--- config.mk ---
export PLATFORM = sky130hd
export DESIGN_NAME = seq_detector_param
export DESIGN_NICKNAME = d
export VERILOG_FILES = /design/src/rtl/seq_detector_param.sv
export SDC_FILE = /design/constraint.sdc
export NUM_CORES = 1
export LEC_CHECK = 0
export CORE_MARGIN = 8
export CORE_UTILIZATION = 38
export CTS_CLUSTER_SIZE = 16
export DETAILED_ROUTE_END_ITERATION = 6
export RECOVER_POWER = 100
export SETUP_SLACK_MARGIN = 0.15
export SYNTH_ARGS = -nofsm -noshare
export SYNTH_HDL_FRONTEND = slang
export SYNTH_SLANG_ARGS = --single-unit
export TNS_END_PERCENT = 50
--- constraint.sdc ---
create_clock -name clk -period 1.9 [get_ports clk]
set_clock_uncertainty 0.1 [all_clocks]
set_input_delay 0.475 -clock clk [delete_from_list [all_inputs] [get_ports clk]]
set_output_delay 0.475 -clock clk [all_outputs]
set_load 0.02 [all_outputs]
--- src/rtl/seq_detector_param.sv ---
// Parametrised serial-pattern detector with a runtime-loadable pattern,
// selectable overlapping/non-overlapping detection and a saturating match counter.
module seq_detector_param #(
    parameter int unsigned      PAT_W   = 3,
    parameter logic [PAT_W-1:0] DEF_PAT = 3'b111,
    parameter int unsigned      CNT_W   = 8
) (
    input  logic             clk,
    input  logic             reset,
    input  logic             en,
    input  logic             din,
    input  logic             overlap,
    input  logic             pat_load,
    input  logic [PAT_W-1:0] pat_in,
    input  logic             cnt_clr,
    output logic             match,
    output logic [CNT_W-1:0] match_cnt,
    output logic             cnt_sat
);

    localparam int unsigned      FILL_W    = $clog2(PAT_W + 1);
    localparam logic [FILL_W-1:0] FILL_ZERO = {FILL_W{1'b0}};
    localparam logic [FILL_W-1:0] FILL_ONE  = FILL_W'(1);
    localparam logic [FILL_W-1:0] FILL_FULL = FILL_W'(PAT_W);
    localparam logic [CNT_W-1:0]  CNT_ZERO  = {CNT_W{1'b0}};
    localparam logic [CNT_W-1:0]  CNT_ONE   = CNT_W'(1);
    localparam logic [CNT_W-1:0]  CNT_MAX   = {CNT_W{1'b1}};

    logic [PAT_W-1:0]  shift_r;
    logic [PAT_W-1:0]  pattern_r;
    logic [FILL_W-1:0] fill_r;
    logic              match_r;
    logic [CNT_W-1:0]  cnt_r;
    logic              sat_r;

    logic [PAT_W-1:0]  shift_cand_s;
    logic [FILL_W-1:0] fill_cand_s;
    logic              hit_s;

    logic [PAT_W-1:0]  shift_nx_s;
    logic [PAT_W-1:0]  pattern_nx_s;
    logic [FILL_W-1:0] fill_nx_s;
    logic              match_nx_s;
    logic [CNT_W-1:0]  cnt_nx_s;
    logic              sat_nx_s;

    // Saturating increment: the counter parks at all-ones instead of wrapping.
    function automatic logic [CNT_W-1:0] sat_inc(input logic [CNT_W-1:0] v);
        logic [CNT_W-1:0] r;
        if (v == CNT_MAX) begin
            r = v;
        end else begin
            r = v + CNT_ONE;
        end
        return r;
    endfunction

    // Candidate shift/fill for an accepted bit and the resulting hit decision.
    always_comb begin
        shift_cand_s = {shift_r[PAT_W-2:0], din};
        if (fill_r == FILL_FULL) begin
            fill_cand_s = fill_r;
        end else begin
            fill_cand_s = fill_r + FILL_ONE;
        end
        hit_s = en && !pat_load && (fill_cand_s == FILL_FULL) && (shift_cand_s == pattern_r);
    end

    // Next-state for detector datapath; pat_load takes priority over en.
    always_comb begin
        shift_nx_s   = shift_r;
        pattern_nx_s = pattern_r;
        fill_nx_s    = fill_r;
        match_nx_s   = 1'b0;
        if (pat_load) begin
            pattern_nx_s = pat_in;
            fill_nx_s    = FILL_ZERO;
        end else if (en) begin
            shift_nx_s = shift_cand_s;
            match_nx_s = hit_s;
            if (hit_s && !overlap) begin
                fill_nx_s = FILL_ZERO;
            end else begin
                fill_nx_s = fill_cand_s;
            end
        end else begin
            match_nx_s = 1'b0;
        end
    end

    // Next-state for the match counter; a clear beats a coincident hit.
    always_comb begin
        cnt_nx_s = cnt_r;
        sat_nx_s = sat_r;
        if (cnt_clr) begin
            cnt_nx_s = CNT_ZERO;
            sat_nx_s = 1'b0;
        end else if (hit_s) begin
            cnt_nx_s = sat_inc(cnt_r);
            sat_nx_s = sat_r || (cnt_nx_s == CNT_MAX);
        end else begin
            cnt_nx_s = cnt_r;
            sat_nx_s = sat_r;
        end
    end

    // State registers with asynchronous active-low reset.
    always_ff @(posedge clk or negedge reset) begin
        if (!reset) begin
            shift_r   <= {PAT_W{1'b0}};
            pattern_r <= DEF_PAT;
            fill_r    <= FILL_ZERO;
            match_r   <= 1'b0;
            cnt_r     <= CNT_ZERO;
            sat_r     <= 1'b0;
        end else begin
            shift_r   <= shift_nx_s;
            pattern_r <= pattern_nx_s;
            fill_r    <= fill_nx_s;
            match_r   <= match_nx_s;
            cnt_r     <= cnt_nx_s;
            sat_r     <= sat_nx_s;
        end
    end

    assign match     = match_r;
    assign match_cnt = cnt_r;
    assign cnt_sat   = sat_r;

endmodule

==> results of run 1 <==
sequential cells by signal, indices dropped and copies added (netlist names):
signal and count:
fill_r 2, shift_r 2, match 1, pattern_r 3, cnt_sat 1, match_cnt 8
cells by family after synthesis:
group | after synthesis
fa+ha+maj | 1
simple gates | 37
flops | 17
compound gates | 22
buf+inv | 4
mux | 6
xor+xnor | 3
cells in the mapped netlist (all sizes together):
cell / n
dfrtp: 14
a21oi: 7
nand2: 7
nor2: 6
mux2: 5
nand2b: 5
nor3: 5
nand3: 4
o21ai: 4
a211oi: 3
dfstp: 3
xnor2: 3
a21o: 2
buf: 2
inv: 2
nand4: 2
a311oi: 1
a31oi: 1
and2: 1
and3: 1
and3b: 1
ha: 1
mux2i: 1
nand3b: 1
nor2b: 1
nor4b: 1
o221ai: 1
o22ai: 1
o31ai: 1
o41ai: 1
or2: 1
or3: 1
per-layer routing:
metal	vias up	wire, um	global-route usage, %
met5	-	0	0
li1	394	-	-
met2	21	1040	19.3
met1	370	930	10.8
met4	0	39	5.72
met3	5	114	2.75
power by group:
group          internal (mW)  leakage (nW)  switching, mW
sequential             0.384         0.221         0.0155
clock                 0.0816        0.0150          0.109
combinational         0.0521         0.316         0.0396
total                  0.518         0.551          0.164
through the flow:
step / utilization (%) / instance area [um2] / setup TNS, ns / setup slack, ns / power, mW
floorplan: - / 915 / 0 / 0.221 / 0.445
global placement: 53.2 / 1200 / -0.898 / -0.132 / 0.488
detailed placement: 53.2 / 1200 / -1.26 / -0.181 / 0.492
CTS: 53.9 / 1220 / 0 / 0.135 / 0.688
global route: 55.2 / 1240 / 0 / 0.116 / 0.719
finish: 55.2 / 1240 / 0 / 0.192 / 0.682
what timing repair did:
| action | CTS | global route |
|---|---|---|
| pin swaps | 0 | 5 |
| setup endpoints to repair | 12 | 12 |
| resized for setup | 11 | 14 |
cell type report:
cell class	instances	area [um2]	area share (%)
Inverter	2	8.76	0.704
Timing Repair Buffer	29	248	19.9
Sequential cell	17	429	34.5
Tap cell	28	35.0	2.81
Multi-Input combinational cell	69	498	40.0
Clock buffer	4	26.3	2.11
final timing paths:
| path | end | slack (ns) |
|---|---|---|
| max in group asynchronous | match_cnt[7] | 0.45 |
| worst max register to register | match_cnt[6] | 0.25 |
| min in group asynchronous | match_cnt[3] | 0.41 |
| worst max-delay path | match_cnt[3] | 0.19 |
| worst min-delay path | cnt_sat | 0.40 |
| worst min register to register | cnt_sat | 0.40 |
==> impl_metrics.yaml, run 1 <==
yosys:
  syn_inst: 90
  synth-xor-area-share_pct: 2.87
  synth_compound_gate_area_share_pct: 16.0
  netlist_top_cells_area: "dfrtp_1 (38%), dfstp_2 (8.6%), mux2_2 (6.2%)"
  yosysTopAreaCell: "dfrtp_1"
  synth_seq_cells: 17
  yosys_warnings: 0
  synthSimpleGateAreaFrac_pct: 23.1
  yosysTopAreaCellShare_pct: 38.3
  syn_nets: 101
  synth_top_family_by_area: "simple AND/OR/NAND/NOR gates"
  yosys.area_share.adder_pct: 1.37
  syn_area_per_cell_um2: 10.2
  yosysUniqueCellTypes: 36
  netlist_area_um2: 915
  synth_seq_area_share_pct: 46.9
  synth_mux_area_share_pct: 7.25
grt:
  track_usage_pct: 10.6
  antenna_found_initial: 0
  grt_max_degree: 12
  grt_pass1_vias: 835
  grt_overflow: 0
  grt_pass1_wl_um: 3560
min_path:
  hp-start: "cnt_sat"
  whs_path_depth: 2
  hp-class: "flip-flop to flip-flop"
timing:
  hold_slack_ns: 0.401
  grt_setup_unrepaired: "yes"
  finalHoldViolations: 0
  slew_viol_final: 0
  clock.fmax_ghz: 0.586
  worstMarginPinSlew_ns: 0.616
  fin_crit_sh_pct: 89.9
  finalSetupViolCount: 0
  period_needed_ns: 1.71
  slew_headroom_pct: 59.0
routing:
  initialDrtViolationCount: 15
  viasPerCell: 5.30
  dr.pass1.iters: 4
  drc: 0
  ant_nets: 0
  vias: 790
  wl_per_cell_um: 14.3
  routed_wl_um: 2130
worst_setup_path:
  endpoint_kind: "output port"
  path_depth: 1
  startpoint_type: "flip-flop"
  r2r-start: "pattern_r[2]"
  path_cells: "dlygate4sd2_1"
  cp_slowest_cell: "dfrtp_1"
  crit_buf_inv: 1
  cp_data_required_time_ns: 1.32
  max_stage_delay_ns: 0.47
  crit_fanout: 8
  setup.worst_path.start: "match_cnt[3]"
  worstSetupPathType: "flip-flop to output port"
  path_delay_family: "flip-flops"
  reg2regPathDepth: 5
  cp.arrival_ns: 1.13
cts:
  path_clk_slew_ns: 0.09
  clock-root-buffer: "clkbuf_4"
  tritoncts: "built"
  cts.htree.levels: 1
  post_cts_buffers: 0
  clk_latency_ns: 0.28
  cts_max_path_buffers: 2
  cts_buffers: 3
  hold_buffers: 0
  cts_sinks: 17
cells_and_area:
  final_common_cell: "dfrtp_1"
  n_fill_cell: 234
  drive_gt1_share_pct: 23.1
  num_antenna_cells: 0
  layout_common_cells: "dfrtp_1 (14), dlygate4sd2_1 (10), nand2_1 (7), a21oi_1 (7)"
  stdcell_count: 149
  nets: 133
  syn_to_final_growth_pct: 36.1
place:
  hpwl_um: 1680
  gp_congestion: 0.888
  port_buffers: 19
  dpl.cell_count: 145
outcome:
  status: "complete, no violations"
die:
  die_h_um: 65.1
  start_util_pct: 40.6
  num_rows: 17
  fp.dieArea_mm2: 0.00423
  num_io_pins: 20
  core_mm2: 0.00225
  die_w_um: 65.1
job:
  cap_viol_max_count: 0
pwr:
  power_density_mw_per_mm2: 548
  vdd_drop_max_mv: 0.425
  p_leak_nw: 0.551
No activity file was read; power rests on OpenSTA's default activity.
==> inputs of run 2 (changes only) <==
- PLACE_DENSITY_LB_ADDON: default -> 0.15
- RECOVER_POWER: 100 -> 50
==> impl_metrics.yaml, run 2 (synthesized netlist as in run 1, its figures left out) <==
grt:
  grt_pass1_vias: 793
  antenna_found_initial: 0
  grt_max_degree: 18
  track_usage_pct: 10.3
  grt_overflow: 0
  grt_pass1_wl_um: 3460
cells_and_area:
  num_antenna_cells: 0
  drive_gt1_share_pct: 23.8
  final_common_cell: "dfrtp_1"
  largest_reg_flops: 8
  fin_util_pct: 55.8
  stdcell_count: 150
  nets: 134
  n_fill_cell: 220
  syn_to_final_growth_pct: 37.6
  layout_common_cells: "dfrtp_1 (14), buf_4 (8), nand2_1 (7), a21oi_1 (7)"
  stdcell_area_mm2: 0.00126
worst_setup_path:
  setup.worst_path.start: "match"
  max_stage_delay_ns: 0.60
  path_cells: "clkdlybuf4s50_1"
  crit_buf_inv: 1
  crit_fanout: 1
  r2r-start: "match_cnt[0]"
  cp.arrival_ns: 1.20
  cp_data_required_time_ns: 1.32
  endpoint_kind: "output port"
  path_delay_family: "buffers and inverters"
  worstSetupPathType: "flip-flop to output port"
  cp_slowest_cell: "clkdlybuf4s50_1"
  startpoint_type: "flip-flop"
timing:
  worstMarginPinSlew_ns: 0.919
  fin_crit_sh_pct: 93.5
  slew_viol_final: 0
  finalHoldViolations: 0
  finalSetupViolCount: 0
  period_needed_ns: 1.78
  clock.fmax_ghz: 0.563
  slew_headroom_pct: 38.7
  setup_ws_ns: 0.123
  grt_setup_unrepaired: "yes"
cts:
  cts_sinks: 17
  clk_latency_ns: 0.28
  cts_max_path_buffers: 2
  hold_buffers: 0
  clock-root-buffer: "clkbuf_4"
  post_cts_buffers: 0
  cts.htree.levels: 1
  tritoncts: "built"
  path_clk_slew_ns: 0.09
  cts_buffers: 3
routing:
  viasPerCell: 5.46
  vias: 819
  drc: 0
  wl_per_cell_um: 13.6
  wl_met1_um: 875
  wl_met2_um: 1040
  wl_met3_um: 124
  initialDrtViolationCount: 31
  routed.top_layer: "met4"
  routed_wl_um: 2040
  dr.pass1.iters: 5
  ant_nets: 0
die:
  num_rows: 17
  fp.dieArea_mm2: 0.00423
  core_mm2: 0.00225
  die_h_um: 65.1
  start_util_pct: 40.6
  num_io_pins: 20
  die_w_um: 65.1
place:
  gp_congestion: 0.928
  dpl.cell_count: 146
  hpwl_um: 1550
  dp_slack_ns: -0.179
  dpl-instance-area_mm2: 0.00121
  port_buffers: 19
pwr:
  power_density_mw_per_mm2: 529
  p_leak_nw: 0.596
  vdd_drop_max_mv: 0.396
outcome:
  status: "complete, no violations"
min_path:
  hp-class: "input port to flip-flop"
  hp-start: "din"
job:
  cap_viol_max_count: 0
[run 2: worst paths after layout]
kind	endpoint	slack, ns	depth (start not counted)
worst max register to register	cnt_sat	0.20	5
worst max-delay path	match	0.12	1
worst min register to register	cnt_sat	0.41	2
max in group asynchronous	shift_r[1]	0.41	2
worst min-delay path	shift_r[0]	0.39	2
min in group asynchronous	match_cnt[5]	0.73	2
[run 2: area by class of cell]
type	instances	area (um2)	share of cell area, %
multi-input cells	69	484	38.5
repair buffers	30	274	21.8
inverters	2	10.0	0.795
flip-flops and latches	17	429	34.1
well taps	28	35.0	2.78
clock buffers	4	26.3	2.09
[run 2: power by group]
part           internal, mW  switching, mW
sequential            0.385         0.0124
clock                0.0814          0.103
combinational        0.0473         0.0372
[run 2: per-layer routing]
layer | track usage [%] | vias to the layer above
met2 | 18.3 | 38
met3 | 3.09 | 2
met4 | 5.72 | 0
met5 | 0 | -
li1 | - | 395
met1 | 10.7 | 384
[run 2: what timing repair did]
item / in CTS / in global routing
gates resized for setup: 6 / 14
pin swaps: 0 / 4
endpoints found under the setup margin: 13 / 15
[run 2: per-stage QoR]
step / setup TNS, ns / power (mW) / hold slack, ns
after floorplan: 0 / 0.445 / 0.0794
after global placement: -0.972 / 0.488 / 0.382
after detailed placement: -1.19 / 0.490 / 0.384
after CTS: 0 / 0.683 / 0.397
after global routing: 0 / 0.711 / 0.402
final: 0 / 0.666 / 0.394
==> inputs of run 3 (changes only) <==
- clock period: 1.9 -> 1.5 ns (I/O delays scaled with it)
==> impl_metrics.yaml, run 3 (synthesized netlist as in run 1, its figures left out) <==
cts:
  cts_max_path_buffers: 2
  clock-root-buffer: "clkbuf_4"
  cts_sinks: 17
  cts_buffers: 3
  tritoncts: "built"
  hold_buffers: 0
  clk_latency_ns: 0.30
  path_clk_slew_ns: 0.11
  cts.htree.levels: 1
cells_and_area:
  n_fill_cell: 198
  num_antenna_cells: 0
  layout_common_cells: "buf_4 (19), buf_6 (9), nand2_1 (7), dfrtp_1 (7), dfrtp_2 (7)"
  final_common_cell: "buf_4"
  drive_gt1_share_pct: 58.2
  stdcell_area_mm2: 0.00148
  largest_reg_flops: 8
  syn_to_final_growth_pct: 61.6
  nets: 146
die:
  die_w_um: 65.1
  num_rows: 17
  core_mm2: 0.00225
  die_h_um: 65.1
  num_io_pins: 20
  start_util_pct: 40.6
  fp.dieArea_mm2: 0.00423
grt:
  grt_overflow: 0
  grt_pass1_vias: 891
  grt_pass1_wl_um: 4160
  track_usage_pct: 12.3
  grt_max_degree: 18
  antenna_found_initial: 0
worst_setup_path:
  startpoint_type: "flip-flop"
  r2r-start: "pattern_r[1]"
  r2r_end: "match_cnt[0]"
  crit_fanout: 5
  reg2regPathDepth: 4
  cp.arrival_ns: 1.66
  r2r_slack_ns: -0.05
  endpoint_kind: "flip-flop"
  cp_data_required_time_ns: 1.62
  worstSetupPathType: "flip-flop to flip-flop"
timing:
  grt_setup_unrepaired: "yes"
  fin_crit_sh_pct: 103
  setup_ws_ns: -0.0455
  worstMarginPinSlew_ns: 0.418
  slew_headroom_pct: 72.1
  finalSetupViolCount: 6
  clock.fmax_ghz: 0.647
  fin_setup_tns_ns: -0.0992
  period_needed_ns: 1.55
  hold_slack_ns: 0.350
  finalHoldViolations: 0
  slew_viol_final: 0
routing:
  routed.top_layer: "met4"
  ant_nets: 0
  routed_wl_um: 2410
  wl_met3_um: 155
  drc: 0
  viasPerCell: 5.33
  vias: 863
  initialDrtViolationCount: 16
  dr.pass1.iters: 4
  wl_met2_um: 1150
  wl_met1_um: 1090
  wl_per_cell_um: 14.9
job:
  cap_viol_max_count: 0
outcome:
  status: "finished, violations left"
  violations: "negative setup slack"
place:
  port_buffers: 19
  hpwl_um: 1790
  dp_slack_ns: -0.416
  dpl-instance-area_mm2: 0.00129
  gp_congestion: 0.863
min_path:
  hp-start: "pat_load"
  hp-class: "input port to flip-flop"
  whs_path_depth: 3
  min_to: "fill_r[1]"
pwr:
  p_total_mw: 0.887
  p_leak_nw: 0.636
  vdd_drop_max_mv: 0.685
  power_density_mw_per_mm2: 600
run 3: changes by cell type in the layout (fill, tap and decap cells not counted), sizes merged:
cell           previous run  this run
buf                       9        32
dlygate4sd2               6         1
dlygate4sd3               4         1
dlymetal6s2s              5         2
clkbuf                    6         4
clkdlybuf4s50             3         5
clkdlybuf4s25             1         0
clkinv                    0         1
run 3: layer usage:
metal,global-route usage (%),vias up
li1,-,418
met1,15.0,424
met2,20.0,19
met3,4.98,2
met4,2.45,0
met5,0,-
run 3: report_power, final:
part	internal (mW)	switching (mW)
combinational	0.0788	0.0525
clock	0.0993	0.146
sequential	0.488	0.0229
run 3: metrics by stage:
step / util (%) / cells
3_3_place_gp: 57.4 / 152
2_1_floorplan: - / 90
5_1_grt: 65.5 / 162
6_report: 65.5 / 162
3_5_place_dp: 57.4 / 152
4_1_cts: 61.5 / 159
run 3: worst max path at each step:
stage                 start      endpoint  depth (start not counted)  slack, ns
2_1_floorplan  match_cnt[0]       cnt_sat                          5       0.05
3_3_place_gp       pat_load       cnt_sat                          5      -0.41
3_5_place_dp       pat_load       cnt_sat                          5      -0.42
4_1_cts        pattern_r[0]  match_cnt[0]                          4      -0.06
5_1_grt        pattern_r[1]  match_cnt[0]                          4      -0.10
6_report       pattern_r[1]  match_cnt[0]                          4      -0.05
run 3: worst max-delay path: stages (launching register included):
cell     delay [ns]
dfstp_2        0.57
xnor2_2        0.13
nand4_4        0.16
or3_4          0.39
a21oi_2        0.11
run 3: layout make-up:
class	instances	area, um2	area share, %
Clock inverter	1	5.00	0.339
Clock buffer	3	22.5	1.52
Tap cell	28	35.0	2.37
Timing Repair Buffer	42	363	24.6
Inverter	2	10.0	0.677
Multi-Input combinational cell	69	604	40.9
Sequential cell	17	438	29.6
run 3: what timing repair did:
item	in CTS	in global routing
buffers inserted	2	3
pin swaps	8	6
gates cloned	1	0
resized for setup	66	18
hold endpoints to repair	0	0
endpoints found under the setup margin	23	22
==> RTL change, RTL diff (flow settings as in run 1) <==
Set the parameter `CNT_W` to 12 (it was 8).
--- a/src/rtl/seq_detector_param.sv
+++ b/src/rtl/seq_detector_param.sv
@@ -3,7 +3,7 @@
 module seq_detector_param #(
     parameter int unsigned      PAT_W   = 3,
     parameter logic [PAT_W-1:0] DEF_PAT = 3'b111,
-    parameter int unsigned      CNT_W   = 8
+    parameter int unsigned      CNT_W   = 12
 ) (
     input  logic             clk,
     input  logic             reset,
Interface: changed (resized match_cnt); port bits go from 20 to 24. The function was not compared with the original's and may differ.
==> RTL change against run 1 <==
- the flow now finishes with violations (negative setup slack)
- sequential cell count is 4 higher
- worst hold slack better by 44 ps
- power up 17%
- worst setup slack got worse by 240 ps
- final cell count is 61% higher
- final area rose by 64%
- combinational power fell by 7.1%
- register-to-register slack got worse by 300 ps
- synthesized area is 44% higher
- wire length grew 75%
- non-clock buffer count up 33
==> RTL change: results <==
set metrics [dict create \
    wl_per_cell_um 15.5 \
    placedCellCount 227 \
    gr-usage-all-layers_pct 13.1 \
    synth_commonest_cells "18 x dfrtp_1, 14 x nor2_1, 9 x nand2_1, 8 x nor3_1" \
    worst_ep_arrival_time_ps 2080 \
    grt_pass1_vias 1205 \
    tns_ps -49.7 \
    largest_register_ffs 12 \
    p_comb_mw 0.0852 \
    violations "negative setup slack" \
    cts.clk_slew.worst_paths_ps 130 \
    status "finished, violations left" \
    drtIter0Drc 73 \
    dp_hpwl_um 2610 \
    tightest_slew_ps 1140 \
    setup_viol 1 \
    yosysSeqAreaShare_pct 40.1 \
    setup_slack_ps -49.7 \
    num-fill-cells 301 \
    via_per_inst 5.28 \
    gp_congestion 0.815 \
    switching_share_pct 25.2 \
    grt_max_degree 22 \
    syn_inst 134 \
    cp_max_fo 6 \
]
-- RTL change: stage by stage --
stage	setup WS (ps)	hold slack (ps)	total power [mW]
after floorplan	-56.5	79.4	0.530
after global placement	-346	410	0.574
after detailed placement	-402	422	0.578
after CTS	-33.5	405	0.802
after global routing	-128	464	0.831
final	-49.7	445	0.799
-- RTL change: layout make-up --
class / count / area, sq um / area share [%]
clock buffer: 3 / 22.5 / 1.10
clock inverter: 1 / 5.00 / 0.245
inverter: 5 / 18.8 / 0.920
multi-input combinational: 102 / 876 / 42.9
sequential: 21 / 543 / 26.6
tap: 46 / 57.6 / 2.82
timing repair buffer: 62 / 517 / 25.3
-- RTL change: layer usage --
layer,wire (um),track usage [%]
met1,1670,18.2
met2,1790,19.7
met3,243,3.33
met4,21,2.61
met5,0,0
-- RTL change: cells by family (layout without fill, tap and decap cells) --
logic type / Yosys count / after routing / share of synthesized area (%)
flops: 21 / 21 / 40.1
buf+inv: 11 / 71 / 5.68
compound gates: 27 / 27 / 15.2
simple gates: 58 / 58 / 26.2
mux: 9 / 9 / 7.29
fa+ha+maj: 1 / 1 / 0.947
xor+xnor: 7 / 7 / 4.64
-- RTL change: final timing paths --
path / from / endpoint / slack, ps / cells past startpoint
setup / recovery: match_cnt[0] / cnt_sat / -50 / 7
hold / removal: shift_r[1] / shift_r[1] / 450 / 1
min in group asynchronous: reset / match_cnt[4] / 710 / 2
hold reg to reg: shift_r[1] / shift_r[1] / 450 / 1
setup reg to reg: match_cnt[0] / cnt_sat / -50 / 7
max in group asynchronous: reset / match_cnt[9] / 230 / 2
-- RTL change: worst max-delay path, cell delays in order, from the launching register on --
cell and delay (ps):
dfrtp_2 450, buf_4 150, nand2_4 100, buf_6 150, o31a_1 150, o211ai_2 90, a221o_2 410, o32ai_2 260
